==> src/rtl/rv_elastic_pipe_if.sv <==
// Valid/ready channel shared by the elastic pipe and its neighbours.
// tx drives valid/data and samples ready; rx is the mirror image.
interface rv_if #(
  parameter int DW = 32
) ();
  logic          valid;
  logic          ready;
  logic [DW-1:0] data;

  modport tx (output valid, output data, input ready);
  modport rx (input valid, input data, output ready);
endinterface

==> src/rtl/rv_elastic_pipe.sv <==
// Elastic pipeline of DEPTH skid stages; ready is registered per stage, so no combinational ready path.
// Optional RV_PIPE_STATS_EN adds saturating transfer/stall counters.
//
// state | meaning
// EMPTY | main and skid empty
// BUSY  | main holds an entry, skid empty
// FULL  | main and skid hold entries, stage not ready
module rv_elastic_pipe #(
  parameter int DW    = 32,
  parameter int DEPTH = 2,
  parameter int OCC_W = $clog2(2*DEPTH+1)
) (
  input  logic             clk,
  input  logic             rst,
  input  logic             flush,
  rv_if.rx                 in_ch,
  rv_if.tx                 out_ch,
  output logic [OCC_W-1:0] occupancy
`ifdef RV_PIPE_STATS_EN
  ,
  output logic [31:0]      xfer_cnt,
  output logic [31:0]      stall_cnt
`endif
);

  typedef enum logic [1:0] {
    EMPTY = 2'b00,
    BUSY  = 2'b01,
    FULL  = 2'b11
  } stage_state_t;

  localparam logic [OCC_W-1:0] OCC_MAX = OCC_W'(2*DEPTH);

  logic [DEPTH-1:0] m_v;
  logic [DEPTH-1:0] s_v;
  logic [DEPTH-1:0] vin;
  logic [DEPTH-1:0] rdy_dn;
  logic [DEPTH-1:0] push;
  logic [DEPTH-1:0] pop;
  logic [DW-1:0]    din [DEPTH];
  logic [DW-1:0]    m_d [DEPTH];

  logic in_xfer;
  logic out_xfer;

  // Flush and reset gate both handshakes so nothing moves while the pipe is being emptied.
  assign in_ch.ready  = !s_v[0] && !flush && !rst;
  assign out_ch.valid = m_v[DEPTH-1] && !flush && !rst;
  assign out_ch.data  = m_d[DEPTH-1];

  assign in_xfer  = in_ch.valid && in_ch.ready;
  assign out_xfer = out_ch.valid && out_ch.ready;

  for (genvar k = 0; k < DEPTH; k++) begin : g_stage
    stage_state_t  st_q, st_d;
    logic          ld_m_in, ld_m_skid, ld_s;
    logic [DW-1:0] md_q, sd_q;

    if (k == 0) begin : g_head
      assign vin[k] = in_ch.valid;
      assign din[k] = in_ch.data;
    end else begin : g_link
      assign vin[k] = m_v[k-1];
      assign din[k] = m_d[k-1];
    end

    if (k == DEPTH-1) begin : g_tail
      assign rdy_dn[k] = out_ch.ready;
    end else begin : g_mid
      assign rdy_dn[k] = !s_v[k+1];
    end

    assign push[k] = vin[k] && !s_v[k];
    assign pop[k]  = m_v[k] && rdy_dn[k];
    assign m_v[k]  = (st_q != EMPTY);
    assign s_v[k]  = (st_q == FULL);
    assign m_d[k]  = md_q;

    always_comb begin
      st_d      = st_q;
      ld_m_in   = 1'b0;
      ld_m_skid = 1'b0;
      ld_s      = 1'b0;
      unique case (st_q)
        EMPTY: begin
          if (push[k]) begin
            st_d    = BUSY;
            ld_m_in = 1'b1;
          end
        end
        BUSY: begin
          if (push[k] && !pop[k]) begin
            st_d = FULL;
            ld_s = 1'b1;
          end else if (pop[k] && !push[k]) begin
            st_d = EMPTY;
          end else if (push[k] && pop[k]) begin
            ld_m_in = 1'b1;
          end
        end
        FULL: begin
          if (pop[k]) begin
            st_d      = BUSY;
            ld_m_skid = 1'b1;
          end
        end
        default: st_d = EMPTY;
      endcase
      if (flush) begin
        st_d = EMPTY;
      end
    end

    always_ff @(posedge clk) begin
      if (rst) begin
        st_q <= EMPTY;
      end else begin
        st_q <= st_d;
      end
    end

    always_ff @(posedge clk) begin
      if (rst) begin
        md_q <= '0;
        sd_q <= '0;
      end else begin
        if (ld_m_in) begin
          md_q <= din[k];
        end else if (ld_m_skid) begin
          md_q <= sd_q;
        end
        if (ld_s) begin
          sd_q <= din[k];
        end
      end
    end
  end

  always_ff @(posedge clk) begin
    if (rst || flush) begin
      occupancy <= '0;
    end else if (in_xfer && !out_xfer) begin
      occupancy <= occupancy + OCC_W'(1);
    end else if (out_xfer && !in_xfer) begin
      occupancy <= occupancy - OCC_W'(1);
    end
  end

`ifdef RV_PIPE_STATS_EN
  // Counters survive flush; only reset clears them.
  always_ff @(posedge clk) begin
    if (rst) begin
      xfer_cnt  <= '0;
      stall_cnt <= '0;
    end else begin
      if (out_xfer && (xfer_cnt != 32'hFFFF_FFFF)) begin
        xfer_cnt <= xfer_cnt + 32'd1;
      end
      if (out_ch.valid && !out_ch.ready && (stall_cnt != 32'hFFFF_FFFF)) begin
        stall_cnt <= stall_cnt + 32'd1;
      end
    end
  end
`endif

  a_occ_bound: assert property (@(posedge clk) disable iff (rst) occupancy <= OCC_MAX);

endmodule

==> src/flat_wrapper.sv <==
// flat-port wrapper written by rule: the top's interface ports become plain ports
module rv_elastic_pipe_flat 
#(
  parameter int DW    = 32,
  parameter int DEPTH = 2,
  parameter int OCC_W = $clog2(2*DEPTH+1)
)
  (clk, rst, flush, occupancy, in_ch_valid, in_ch_data, in_ch_ready, out_ch_valid, out_ch_data, out_ch_ready);
  rv_if #(.DW(DW)) in_ch_i ();
  rv_if #(.DW(DW)) out_ch_i ();
  input  logic clk;
  input  logic rst;
  input  logic flush;
  output logic [OCC_W-1:0] occupancy;
  input wire logic [$bits(in_ch_i.valid)-1:0] in_ch_valid;
  input wire logic [$bits(in_ch_i.data)-1:0] in_ch_data;
  output wire logic [$bits(in_ch_i.ready)-1:0] in_ch_ready;
  output wire logic [$bits(out_ch_i.valid)-1:0] out_ch_valid;
  output wire logic [$bits(out_ch_i.data)-1:0] out_ch_data;
  input wire logic [$bits(out_ch_i.ready)-1:0] out_ch_ready;
  assign in_ch_i.valid = in_ch_valid;
  assign in_ch_i.data = in_ch_data;
  assign in_ch_ready = in_ch_i.ready;
  assign out_ch_valid = out_ch_i.valid;
  assign out_ch_data = out_ch_i.data;
  assign out_ch_i.ready = out_ch_ready;
  rv_elastic_pipe #(.DW(DW), .DEPTH(DEPTH), .OCC_W(OCC_W)) u_core (.clk(clk), .rst(rst), .flush(flush), .in_ch(in_ch_i), .out_ch(out_ch_i), .occupancy(occupancy));
endmodule
==> config.mk <==
export PLATFORM = sky130hd
export DESIGN_NAME = rv_elastic_pipe_flat
export DESIGN_NICKNAME = d
export VERILOG_FILES = /design/src/rtl/rv_elastic_pipe_if.sv /design/src/rtl/rv_elastic_pipe.sv /design/src/flat_wrapper.sv
export SDC_FILE = /design/constraint.sdc
export NUM_CORES = 1
export LEC_CHECK = 0
export BUFFER_PORTS_ARGS = -buffer_cell sky130_fd_sc_hd__buf_2
export CORE_ASPECT_RATIO = 0.7
export CORE_MARGIN = 2
export CORE_UTILIZATION = 50
export CTS_CLUSTER_DIAMETER = 100
export DETAILED_ROUTE_END_ITERATION = 7
export PLACE_DENSITY = 0.77
export SYNTH_ARGS = -nofsm -noshare
export SYNTH_HDL_FRONTEND = slang
export SYNTH_SLANG_ARGS = --single-unit
==> constraint.sdc <==
create_clock -name clk -period 3.5 [get_ports clk]
set_clock_uncertainty 0.05 [all_clocks]
set_input_delay 0.7 -clock clk [delete_from_list [all_inputs] [get_ports clk]]
set_output_delay 0.7 -clock clk [all_outputs]
set_load 0.05 [all_outputs]
==> flow_summary.toml, run 1 <==
[pwr]
leakage_nw = 2.45
pwr-share-comb_pct = 10.1
swShare_pct = 25.1
power_frac_clock_pct = 47.2
intPower_w = 0.00292
p_seq_share_pct = 42.7
p_sw_w = 0.000978
power.density_nw_per_um2 = 589
irDropWorstVdd_mv = 0.374

[grt]
overflow = 0
antenna_found_initial = 0
grt_pass1_wl_um = 23600
grt_usage_pct = 24.1
grt_max_degree = 89
grt_pass1_vias = 4922

[synth]
synthesis.nets = 721
syn_avg_cell_area_um2 = 8.42
netlist_area_um2 = 5660
yosysWarnings = 0
synth-seq-area-share_pct = 47.8
synth-main-ff-cell = "dfxtp_1"
synth_edf_count = 0
synth.area.top_cells = "dfxtp_1 48%, nand2_1 11%, a21oi_1 6.3%"
syn_inst = 672
synth.distinct_cells = 34
synth_area_leader_cell = "dfxtp_1"
ys_async_sr_fraction_pct = 0
yosysTopAreaCellShare_pct = 47.8
ys_seq_elements = 135

[sta]
slew_headroom_pct = 41.3
timing.final.crit_share_pct = 77.5
final.setup.tns_ns = 0
fin_crit_ns = 2.71
rsz0062_at_grt = "no"
fmax_ghz = 0.369
hold_viol_final = 0
report.final.slew_viol_count = 0
tightest_slew_ns = 0.881
setup_viol = 0

[clock_network]
cts_hold_repair.buffers = 0
cts.sinks = 135
clock_path_buffers = 2
cts_setup_buffers = 0
clkTransAtPathRegs_ns = 0.06
clock_latency_ns = 0.41
cts_tree = "done"
cts-htree-levels = 4
post_cts_resized = 0
cts_made_buffers = 17
root_buffer = "clkbuf_16"

[worst_setup_path]
startpoint_type = "register"
critical_path.max_fanout = 19
cp-end-kind = "register"
r2r.worst_path.cells = 9
critPathKind = "reg2reg"
crit_family = "simple AND/OR/NAND/NOR gates"
critPathMaxStageDelay_ns = 0.45
crit_required_ns = 3.78
cp.depth = 9
cp_num_buf_inv = 3
path_cells = "inv_1 -> ha_1 -> nor2b_4 -> inv_1 -> ha_1 -> nand2_1 -> buf_4 -> nand2_1 -> a21oi_1"
crit_path_top_delay_cell = "nor2b_4"
arrival_ns = 2.99

[drt]
route.detailed.drc = 0
firstDrtPassIters = 5
ant_nets = 0
wl_met1_um = 6380
wl_per_cell_um = 16.2
dr_wl_met2_um = 6840
drt_iter0_markers = 458
routed_via_density = 5.67
vias = 5025
dr_wl_met3_um = 959
highest-signal-layer = "met4"
wirelength_um = 14300

[die]
die_w_um = 131
start_util_pct = 51.4
core_um2 = 11000
fp-row-count = 32
io_pins = 74
die-height_um = 93.0
die_area_um2 = 12200

[flow_run]
drv_cap = 0

[cells_and_area]
final_cell_area_um2 = 6630
layout_common_cells = "165 x nand2_1, 135 x dfxtp_1, 72 x buf_2"
multiInputGateArea_um2 = 2630
syn_to_final_growth_pct = 17.1
register_area_um2 = 2700
fin_nets = 769
drive_gt1_share_pct = 16.6
antenna_cells = 0
final_common_cell = "nand2_1"
fill_cells = 926

[place]
dpl_cell_area_um2 = 6010
gp_congestion = 0.743
io_buffers = 73
dp_hpwl_um = 8850

[outcome]
status = "finished, final reports clean"

[hold_path]
worstHoldPathCells = 2
min_path_type = "reg2reg"
worst reg2reg max path, delay by kind of cell (launching register included):
family / cells / cell delay (ns)
simple gates: 3 / 0.96
buf+inv: 3 / 0.54
compound gates: 1 / 0.18
flops: 1 / 0.38
fa+ha+maj: 2 / 0.51
cell usage after synthesis (2+ instances only):
master           n
nand2_1        165
dfxtp_1        135
a21oi_1         71
nor2_1          71
nand3_1         35
mux2i_1         33
a311oi_1        32
a211oi_1        31
clkbuf_1        31
buf_2           13
ha_1            11
inv_1            6
o21ai_0          5
buf_12           4
nor2b_1          4
and2_1           3
dlygate4sd1_1    3
buf_4            2
xor2_1           2
cell families after synthesis:
group / after synthesis / share of synthesized area (%)
adders and majority gates: 12 / 2.79
xor gates and xnor gates: 2 / 0.310
muxes: 33 / 5.84
buffers and inverters: 62 / 6.10
AOI/OAI and AO/OA: 145 / 17.0
and+or+nand+nor: 283 / 20.2
DFF: 135 / 47.8
power by group through the flow:
| stage | logic [W] | clock network [W] | registers [W] |
|---|---|---|---|
| 3_5_place_dp | 0.000391 | 0 | 0.00170 |
| 6_report | 0.000395 | 0.00184 | 0.00167 |
| 5_1_grt | 0.000429 | 0.00192 | 0.00167 |
| 2_1_floorplan | 0.000187 | 0 | 0.00178 |
| 4_1_cts | 0.000395 | 0.00185 | 0.00166 |
| 3_3_place_gp | 0.000379 | 0 | 0.00169 |
layer usage:
metal / vias to the layer above / track usage [%]
met3: 14 / 5.69
li1: 2405 / -
met2: 196 / 41.4
met5: - / 0
met4: 0 / 9.69
met1: 2410 / 29.5
worst paths after layout:
| check | start | to | slack, ns |
|---|---|---|---|
| hold reg to reg | u_core.g_stage[1].sd_q[1] | u_core.g_stage[1].sd_q[1] | 0.41 |
| setup reg to reg | u_core.g_stage[1].st_q[0] | u_core.g_stage[1].sd_q[19] | 0.79 |
| setup / recovery | u_core.g_stage[1].st_q[0] | u_core.g_stage[1].sd_q[19] | 0.79 |
| hold / removal | u_core.g_stage[1].sd_q[1] | u_core.g_stage[1].sd_q[1] | 0.41 |
state kept, by name, indices dropped and copies added (netlist names):
signal               cells
u_core.g_stage.st_q      4
u_core.g_stage.md_q     32
u_core.g_stage.sd_q     64
u_core.out_ch.data      32
u_core.occupancy         3
cell type report:
| class | instances | area share, % |
|---|---|---|
| well taps | 153 | 2.89 |
| inverters | 7 | 0.472 |
| repair buffers | 84 | 6.99 |
| multi-input cells | 475 | 39.6 |
| clock inverters | 8 | 1.79 |
| flip-flops and latches | 135 | 40.8 |
| clock buffers | 24 | 7.42 |
through the flow:
step	worst slack, ns	hold WS (ns)	total power [W]	cells	utilization [%]
finish	0.787	0.407	0.00390	886	60.2
global route	0.562	0.426	0.00402	886	60.2
CTS	0.812	0.404	0.00391	886	60.2
detailed placement	0.814	0.396	0.00209	854	54.6
global placement	0.927	0.391	0.00207	854	54.6
floorplan	0.934	0.386	0.00197	672	-
No activity file was read; power rests on OpenSTA's default activity.
==> run 2: changes to the inputs <==
==> constraint.sdc (replaced) <==
create_clock -name clk -period 2.8 [get_ports clk]
set_clock_uncertainty 0.05 [all_clocks]
set_input_delay 0.56 -clock clk [delete_from_list [all_inputs] [get_ports clk]]
set_output_delay 0.56 -clock clk [all_outputs]
set_load 0.05 [all_outputs]
==> run 2 against run 1 <==
Effect of this change:
- register-to-register slack got worse by 0.52 ns
- largest power group unchanged
- non-clock buffer count increased by 4
- critical path type unchanged
- highest routed layer unchanged
- fmax increased by 7.2%
==> flow_summary.toml, run 2 (synthesized netlist as in run 1, its figures left out) <==
[sta]
rsz0062_at_grt = "no"
tightest_slew_ns = 1.05
final.setup.tns_ns = 0
fin_crit_ns = 2.53
whs_ns = 0.344
fmax_ghz = 0.395
hold_viol_final = 0
timing.final.crit_share_pct = 90.4
slew_headroom_pct = 30.3
setup_viol = 0
report.final.slew_viol_count = 0
final.setup.worst_slack_ns = 0.269

[drt]
firstDrtPassIters = 5
wirelength_um = 14400
wl_per_cell_um = 16.2
ant_nets = 0
drt_iter0_markers = 377
vias = 5037
route.detailed.drc = 0
routed_via_density = 5.66

[grt]
overflow = 0
grt_usage_pct = 23.6
antenna_found_initial = 0
grt_pass1_wl_um = 23200
grt_max_degree = 103
grt_pass1_vias = 4714

[die]
fp-row-count = 32
io_pins = 74
die_area_um2 = 12200
die-height_um = 93.0
die_w_um = 131
start_util_pct = 51.4
core_um2 = 11000

[worst_setup_path]
crit_top_cell = "ha_1"
path_cells = "ha_1 -> nor2b_1 -> and2_1 -> ha_1 -> inv_1 -> fa_1 -> xor2_1 -> or3_1 -> a21oi_1"
critPathMaxStageDelay_ns = 0.39
critical_path.max_fanout = 5
startpoint_type = "register"
crit_path_top_delay_cell = "fa_1"
critPathKind = "reg2reg"
arrival_ns = 2.83
cp-end-kind = "register"
crit_required_ns = 3.10

[cells_and_area]
fin_util_pct = 60.8
syn_to_final_growth_pct = 18.3
antenna_cells = 0
layout_common_cells = "165 x nand2_1, 135 x dfxtp_1, 72 x buf_2"
drive_gt1_share_pct = 17.1
final_common_cell = "nand2_1"
fill_cells = 952
regMostFlops = "u_core.g_stage.sd_q"
fin_nets = 773
largest_register_ffs = 64

[clock_network]
cts_made_buffers = 17
clock_latency_ns = 0.41
root_buffer = "clkbuf_16"
cts.sinks = 135
cts_tree = "done"
clkTransAtPathRegs_ns = 0.05
cts_hold_repair.buffers = 0
cts_setup_buffers = 0
cts-htree-levels = 4
post_cts_resized = 0
clock_path_buffers = 2

[pwr]
irDropWorstVdd_mv = 0.488
p_total_w = 0.00486
power.density_nw_per_um2 = 727
leakage_nw = 2.49

[place]
dp_hpwl_um = 8700
dp_worst_setup_slack_ns = 0.230
gp_congestion = 0.760
io_buffers = 73

[flow_run]
drv_cap = 0

[hold_path]
min_path_type = "in2reg"

[outcome]
status = "finished, final reports clean"
run 2: layout make-up:
| class | instances | area (µm²) | share of cell area, % |
|---|---|---|---|
| Inverter | 7 | 31.3 | 0.467 |
| Timing Repair Buffer | 88 | 531 | 7.93 |
| Multi-Input combinational cell | 475 | 2630 | 39.2 |
| Clock inverter | 8 | 119 | 1.78 |
| Sequential cell | 135 | 2700 | 40.4 |
| Tap cell | 153 | 191 | 2.86 |
| Clock buffer | 24 | 492 | 7.35 |
run 2: critical path, delay by kind of cell, from the launching register on:
kind	cells	cell delay, ns
buffers and inverters	1	0.07
adder cells (fa/ha/maj)	3	0.83
AO/OA/AOI/OAI	1	0.15
AND/OR/NAND/NOR	3	0.84
XOR/XNOR	1	0.20
flip-flops	1	0.33
run 2: per-layer routing:
layer  vias up  part of all wire [%]  track usage, %
li1       2410                     -               -
met3        22                   6.5            5.75
met1      2428                    44            30.1
met4         0                   1.7            8.79
met2       177                    47            39.4
met5         -                     0               0
run 2: path summary, 6_finish.rpt:
check	startpoint	slack (ns)	cells after the start	to
setup / recovery	u_core.g_stage[0].st_q[0]	0.27	9	u_core.occupancy[2]
hold / removal	in_ch_data[21]	0.34	3	u_core.g_stage[0].sd_q[21]
setup reg to reg	u_core.g_stage[0].st_q[0]	0.27	9	u_core.occupancy[2]
hold reg to reg	u_core.g_stage[0].sd_q[25]	0.40	2	u_core.g_stage[0].sd_q[25]
run 2: stage by stage:
stage                     std cells  cell area (µm²)
after global placement          858             6080
after global routing            890             6690
after floorplan                 672             5660
after detailed placement        858             6080
final                           890             6690
after CTS                       890             6690
run 2: power breakdown:
part	leakage (nW)	switching [W]	internal [W]	total, W
Sequential	1.10	0.0000645	0.00202	0.00208
Combinational	1.08	0.000349	0.000148	0.000497
Clock	0.304	0.000795	0.00149	0.00229
